## config.mk

```make
export PLATFORM = sky130hd
export DESIGN_NAME = seq_comparator_nbit
export DESIGN_NICKNAME = d
export VERILOG_FILES = /design/src/rtl/seq_comparator_nbit.sv
export SDC_FILE = /design/constraint.sdc
export NUM_CORES = 1
export LEC_CHECK = 0
export BUFFER_PORTS_ARGS = -buffer_cell sky130_fd_sc_hd__buf_2
export CORE_MARGIN = 2
export CORE_UTILIZATION = 40
export CTS_CLUSTER_DIAMETER = 50
export DETAILED_ROUTE_END_ITERATION = 12
export PLACE_DENSITY_LB_ADDON = 0.25
export RECOVER_POWER = 100
export SLEW_MARGIN = 20
export SYNTH_ARGS = -nofsm -noshare
export SYNTH_HDL_FRONTEND = slang
export SYNTH_SLANG_ARGS = --single-unit
```

## constraint.sdc

```tcl
create_clock -name clk -period 2 [get_ports clk]
set_input_delay 0.1 -clock clk [delete_from_list [all_inputs] [get_ports clk]]
set_output_delay 0.1 -clock clk [all_outputs]
set_load 0.02 [all_outputs]
```

## src/rtl/seq_comparator_nbit.sv

```systemverilog
// Clocked WIDTH-bit magnitude comparator, either bit-serial (MSB first) or single-cycle, with running min/max of A.
// Optional 74HC85-style cascade inputs are enabled with `define COMP_CASCADE_EN.
module seq_comparator_nbit #(
  parameter int WIDTH  = 8,
  parameter bit SIGNED = 1'b0
) (
  input  logic             clk,
  input  logic             rst,
  input  logic [WIDTH-1:0] a,
  input  logic [WIDTH-1:0] b,
  input  logic             mode,
  input  logic             in_valid,
  output logic             in_ready,
  output logic             l,
  output logic             e,
  output logic             g,
  output logic             out_valid,
  output logic             busy,
  input  logic             clr_stats,
  output logic [WIDTH-1:0] max_seen,
  output logic [WIDTH-1:0] min_seen
`ifdef COMP_CASCADE_EN
  ,
  input  logic             l_in,
  input  logic             e_in,
  input  logic             g_in
`endif
);

  localparam int IW = (WIDTH > 1) ? $clog2(WIDTH) : 1;
  localparam logic [IW-1:0]    TOP     = IW'(WIDTH - 1);
  localparam logic [WIDTH-1:0] MIN_VAL = SIGNED ? {1'b1, {(WIDTH-1){1'b0}}} : '0;
  localparam logic [WIDTH-1:0] MAX_VAL = SIGNED ? {1'b0, {(WIDTH-1){1'b1}}} : '1;

  typedef enum logic [1:0] {IDLE, SHIFT, DONE} state_t;
  state_t state_q, state_d;

  logic [WIDTH-1:0] a_q, b_q;
  logic             mode_q;
  logic [IW-1:0]    idx_q;
  logic             decided, lt_q, gt_q;
  logic             accept, msb_inv, bit_a, bit_b;
  logic             par_lt, par_gt, loc_lt, loc_gt;
  logic             res_l, res_e, res_g;
  logic             a_gt_max, a_lt_min;
  logic             cas_l, cas_e, cas_g, cas_onehot;

  // State register
  always_ff @(posedge clk or posedge rst) begin
    if (rst) state_q <= IDLE;
    else     state_q <= state_d;
  end

  // Next-state logic
  always_comb begin
    state_d = state_q;
    case (state_q)
      IDLE:    if (accept) state_d = mode ? DONE : SHIFT;
      SHIFT:   if (idx_q == '0) state_d = DONE;
      DONE:    state_d = IDLE;
      default: state_d = IDLE;
    endcase
  end

  // Output logic
  always_comb begin
    in_ready = (state_q == IDLE);
    busy     = (state_q != IDLE);
  end

  assign accept = in_valid && in_ready;

  // The MSB of a two's-complement operand carries negative weight, so its sense flips.
  assign bit_a   = a_q[idx_q];
  assign bit_b   = b_q[idx_q];
  assign msb_inv = SIGNED && (idx_q == TOP);

  always_ff @(posedge clk or posedge rst) begin
    if (rst) begin
      a_q <= '0; b_q <= '0; mode_q <= 1'b0; idx_q <= '0;
      decided <= 1'b0; lt_q <= 1'b0; gt_q <= 1'b0;
    end else if (accept) begin
      a_q <= a; b_q <= b; mode_q <= mode; idx_q <= TOP;
      decided <= 1'b0; lt_q <= 1'b0; gt_q <= 1'b0;
    end else if (state_q == SHIFT) begin
      idx_q <= idx_q - 1'b1;
      if (!decided && (bit_a != bit_b)) begin
        decided <= 1'b1;
        gt_q    <= bit_a ^ msb_inv;
        lt_q    <= bit_b ^ msb_inv;
      end
    end
  end

`ifdef COMP_CASCADE_EN
  always_ff @(posedge clk or posedge rst) begin
    if (rst) begin
      cas_l <= 1'b0; cas_e <= 1'b1; cas_g <= 1'b0;
    end else if (accept) begin
      cas_l <= l_in; cas_e <= e_in; cas_g <= g_in;
    end
  end
`else
  assign cas_l = 1'b0;
  assign cas_e = 1'b1;
  assign cas_g = 1'b0;
`endif

  assign cas_onehot = ({1'b0, cas_l} + {1'b0, cas_e} + {1'b0, cas_g}) == 2'd1;

  assign par_lt   = SIGNED ? ($signed(a_q) < $signed(b_q))      : (a_q < b_q);
  assign par_gt   = SIGNED ? ($signed(a_q) > $signed(b_q))      : (a_q > b_q);
  assign a_gt_max = SIGNED ? ($signed(a_q) > $signed(max_seen)) : (a_q > max_seen);
  assign a_lt_min = SIGNED ? ($signed(a_q) < $signed(min_seen)) : (a_q < min_seen);

  // Local inequality wins; a local tie defers to the cascade inputs.
  always_comb begin
    loc_lt = mode_q ? par_lt : lt_q;
    loc_gt = mode_q ? par_gt : gt_q;
    res_l  = loc_lt;
    res_e  = 1'b0;
    res_g  = loc_gt;
    if (!loc_lt && !loc_gt) begin
      if (cas_onehot) {res_l, res_e, res_g} = {cas_l, cas_e, cas_g};
      else            res_e = cas_e;
    end
  end

  always_ff @(posedge clk or posedge rst) begin
    if (rst) begin
      l <= 1'b0; e <= 1'b0; g <= 1'b0; out_valid <= 1'b0;
    end else begin
      out_valid <= (state_q == DONE);
      if (state_q == DONE) begin
        l <= res_l; e <= res_e; g <= res_g;
      end
    end
  end

  always_ff @(posedge clk or posedge rst) begin
    if (rst) begin
      max_seen <= MIN_VAL;
      min_seen <= MAX_VAL;
    end else if (clr_stats) begin
      max_seen <= MIN_VAL;
      min_seen <= MAX_VAL;
    end else if (state_q == DONE) begin
      if (a_gt_max) max_seen <= a_q;
      if (a_lt_min) min_seen <= a_q;
    end
  end

endmodule

```

# --- Yosys cells after proc, flatten, opt, wreduce, memory -nomap -nowiden ---
# Index checks and enable logic that the tools add are counted.
word_totals:
  register_bits: 45
  output_inout_bits: 22
classes:
  n_addsub: 1
  magnitude_cmp: 5
  n_eq_ne: 5
  n_mux: 30
  n_reduce_logical: 18
ops:
  columns: ["cell", "n"]
  rows:
  - ["$mux W8", 6]
  - ["$gt A8 B8 Y1", 2]
  - ["$lt A8 B8 Y1", 2]
  - ["$mux W1", 16]
  - ["$reduce_bool A2 Y1", 6]
  - ["$reduce_and A2 Y1", 4]
  - ["$bmux W1 S3", 2]
  - ["$mux W2", 3]
  - ["$mux W3", 2]
  - ["$lt A3 B4 Y1 const B", 1]
  - ["$pmux W2 S2", 1]
  - ["$logic_and A1 B1 Y1", 3]
  - ["$logic_not A1 Y1", 3]
  - ["$logic_not A3 Y1", 1]
  - ["$sub A3 B1 Y3 const B", 1]
  - ["$eq A2 B1 Y1 const B", 1]
  - ["$eq A2 B2 Y1 const B", 1]
  - ["$logic_not A2 Y1", 1]
  - ["$ne A2 B1 Y1 const B", 1]
  - ["$ne A2 B2 Y1 const B", 1]
  - ["$ne A1 B1 Y1", 1]

# --- Logic depth before layout (Yosys ltp) ---
depth:
  word_depth: 7
  ltp_mapped: 8

# --- Worst setup path after synthesis ---
# Ideal clock, no wire load.
synth_path:
  path_kind: "reg2reg"
  startpoint: "register min_seen[6]"
  endpoint: "register min_seen[0]"
  setup_ps: 100
  arrival_ps: 1933
  slack_ps: -33
  path_stages_with_launch: 9
  n_path_buf: 2
  period_less_slack_ps: 2033
  path_cell_list: "dfstp_2 inv_1 ha_1 a21o_1 a211o_1 buf_2 o21ba_1 buf_2 o211ai_1"
synth_between:
  elab_chain_cells: 3
synth_rtl:
  columns: ["element", "line_no", "rtl"]
  rows:
  - ["start: declaration", "21", "output logic [WIDTH-1:0] min_seen"]
  - ["start signal: assignment", "149", "if (a_lt_min) min_seen <= a_q;"]
  - ["$lt A8 B8 Y1", "114", "assign a_lt_min = SIGNED ? ($signed(a_q) < $signed(min_seen)) : (a_q < min_seen);"]
  - ["$reduce_bool A2 Y1 (no source line)", null, null]
  - ["$reduce_and A2 Y1 (no source line)", null, null]
# No other way between the ends.
# A chain may end at the register's enable or synchronous reset.

# --- Worst setup path after layout ---
layout_path:
  startpoint: "register min_seen[1]"
  endpoint: "register min_seen[2]"
# Same word-level chain as after synthesis.

==> results.toml <==
[status]
run_status = "complete, no violations"

[global_route]
grtUsageTotal_pct = 16.8
overflow = 0
grt_pass1_wl_um = 9600
first_global_vias = 1951
grt_max_degree = 26
antenna_found_initial = 0

[setup_path]
cp_max_fo = 8
critPathLaunchType = "flop"
worstPathCellList = "inv_1 > ha_1 > a2111oi_1 > o21ba_2 > buf_4 > o21ai_0 > o211ai_1"
cpMaxStageDelayCell = "dfstp_2"
crit_type = "flop to flop"
crit_buf_inv = 2
cp-end-kind = "flop"
required_ns = 2.22
cp.arrival_ns = 2.15
crit_family = "compound AO/OA/AOI/OAI gates"
max_stage_delay_ns = 0.55

[clock_network]
cts_buffers = 5
h-tree-depth = 2
clk_pin_slew_ns = 0.08
cts_max_path_buffers = 2
cts_tree = "yes"
cts_sinks = 45
clock_latency_ns = 0.30
root_buffer = "clkbuf_8"
cts_setup_buffers = 0

[placement]
dpl.cell_count = 384
io_buffers = 42
pre_cts_slack_ns = 0.00387
dp_hpwl_um = 4420
place_area_um2 = 3030
gp_congestion = 0.816

[cells_and_area]
multi_input_area_um2 = 1350
seq_area_um2 = 1140
final_cell_area_um2 = 3110
utilization_pct = 49.0
instances_no_fill = 394
final_common_cell = "dfrtp_1"
nets = 362
area_growth_pct = 18.1
final_layout_size_suffix_gt1_share_pct = 22.1
diodes = 0
layout_common_cells = "dfrtp_1, inv_1, nand2_1"
nFillCells = 606

[timing]
finalCritPeriodShare_pct = 96.4
slew_headroom_pct = 39.2
rsz0062_at_grt = "no"
worst_slack_ns = 0.0726
tightest_slew_ns = 0.907
clock_skew_ns = 0.00464
fmax_mhz = 519
maxSlewViolCount = 0
setup_violations = 0
hold_viol_final = 0
fin_crit_ns = 1.93
setup_tns_ns = 0
hold_ws_ns = 0.0232

[detailed_routing]
viasPerCell = 5.18
num_vias = 2039
routedWlPerCell_um = 15.0
drt_iter0_markers = 154
totalWireLength_um = 5930
drt_pass1_iterations = 6
antenna_left = 0
drc = 0

[floorplan]
rows = 29
boundaryPins = 43
core_um2 = 6350
start_util_pct = 41.5
fp.dieH_um = 85.2
die_x_um = 85.2
die_area_um2 = 7260

[logic_synthesis]
synth-seq-area-share_pct = 43.1
async_reset_ff_share_pct = 100
synth_cells = 256
syn_area_per_cell_um2 = 10.3
synth_nets = 302
synth_area_um2 = 2640
yosys_register_bits = 45
yosysWarnings = 0
synth_cell_types = 38
synth_edf_count = 0
synth_top_flop_cell = "dfrtp_1"

[power_and_ir_drop]
vdd_ir_drop_max_uv = 661
total_power_mw = 4.51
p_leak_nw = 1.50
p_per_area_nw_per_um2 = 1450

[flow_run]
drv_cap = 0

[hold_path]
hold_class = "primary input to flop"
-- cell usage after synthesis, drive strengths merged, types with 2 or more instances --
library cell	number	area share [%]
nand4	4	0.95
nand3	5	0.95
a21o	4	1.1
inv	37	5.3
nand2b	5	1.2
dfstp	8	8.0
mux2	17	7.4
mux2i	9	3.6
a21oi	9	1.9
o211ai	11	3.1
ha	25	12
o21ba	2	0.76
buf	4	0.76
nor2b	2	0.47
dfrtp	37	35
nand2	29	4.1
mux4	4	4.0
nor2	12	1.7
clkbuf	3	0.43
o21ai	14	2.7
xnor2	3	1.0
-- layer usage --
metal  share of wire (%)  routed length, µm  global-route usage (%)
met1                  47               2760                    22.7
met2                  48               2840                    27.1
met3                 3.8                227                    3.21
met4                 1.7                102                    5.77
met5                   0                  0                       0
-- power by group --
| part | internal [mW] | total [mW] | leakage [nW] | switching (mW) |
|---|---|---|---|---|
| Combinational | 1.12 | 2.31 | 0.914 | 1.19 |
| Clock | 0.274 | 0.588 | 0.0486 | 0.314 |
| Sequential | 1.26 | 1.60 | 0.540 | 0.346 |
| Total | 2.65 | 4.51 | 1.50 | 1.85 |
-- sequential cells by signal, indices dropped and copies added (netlist names) --
signal / flops
b_q: 8
e: 1
min_seen: 8
state_q: 2
decided: 1
a_q: 8
max_seen: 8
lt_q: 1
l: 1
mode_q: 1
gt_q: 1
g: 1
idx_q: 3
out_valid: 1
-- path summary, 6_finish.rpt --
check / start / to / slack (ns) / cells after the start
worst min-delay path: b[3] / b_q[3] / 0.02 / 2
max in group asynchronous: rst / b_q[6] / 0.58 / 4
worst max-delay path: min_seen[1] / min_seen[2] / 0.07 / 7
worst max register to register: min_seen[1] / min_seen[2] / 0.07 / 7
worst min register to register: e / e / 0.50 / 2
min in group asynchronous: rst / g / 0.43 / 3
-- cell families (layout without fill, tap and decap cells) --
family | after synthesis | in the layout | share of synthesized area, %
xor gates and xnor gates | 3 | 3 | 0.997
muxes | 30 | 30 | 14.9
DFF | 45 | 45 | 43.1
and+or+nand+nor | 61 | 61 | 10.6
AOI/OAI and AO/OA | 48 | 48 | 12.1
buffers and inverters | 44 | 105 | 6.45
adders and majority gates | 25 | 25 | 11.9
-- repair_timing --
| action | in CTS | in global routing |
|---|---|---|
| setup endpoints to repair | 8 | 16 |
| endpoints found under the hold margin | 19 | 0 |
| gates resized for setup | 1 | 3 |
| hold buffers | 2 | 0 |
-- worst register-to-register path, cell delays in order, from the launching register on --
cell       delay [ns]
dfstp_2          0.55
inv_1            0.06
ha_1             0.28
a2111oi_1        0.36
o21ba_2          0.24
buf_4            0.15
o21ai_0          0.10
o211ai_1         0.12
-- final cells by class --
cell class                      count  share of cell area, %
Timing Repair Buffer               60                   9.81
Clock buffer                        6                   2.65
Clock inverter                      2                  0.281
Tap cell                           77                   3.09
Multi-Input combinational cell    167                   43.2
Sequential cell                    45                   36.5
Inverter                           37                   4.46
Power figures use the tool's default switching activity.
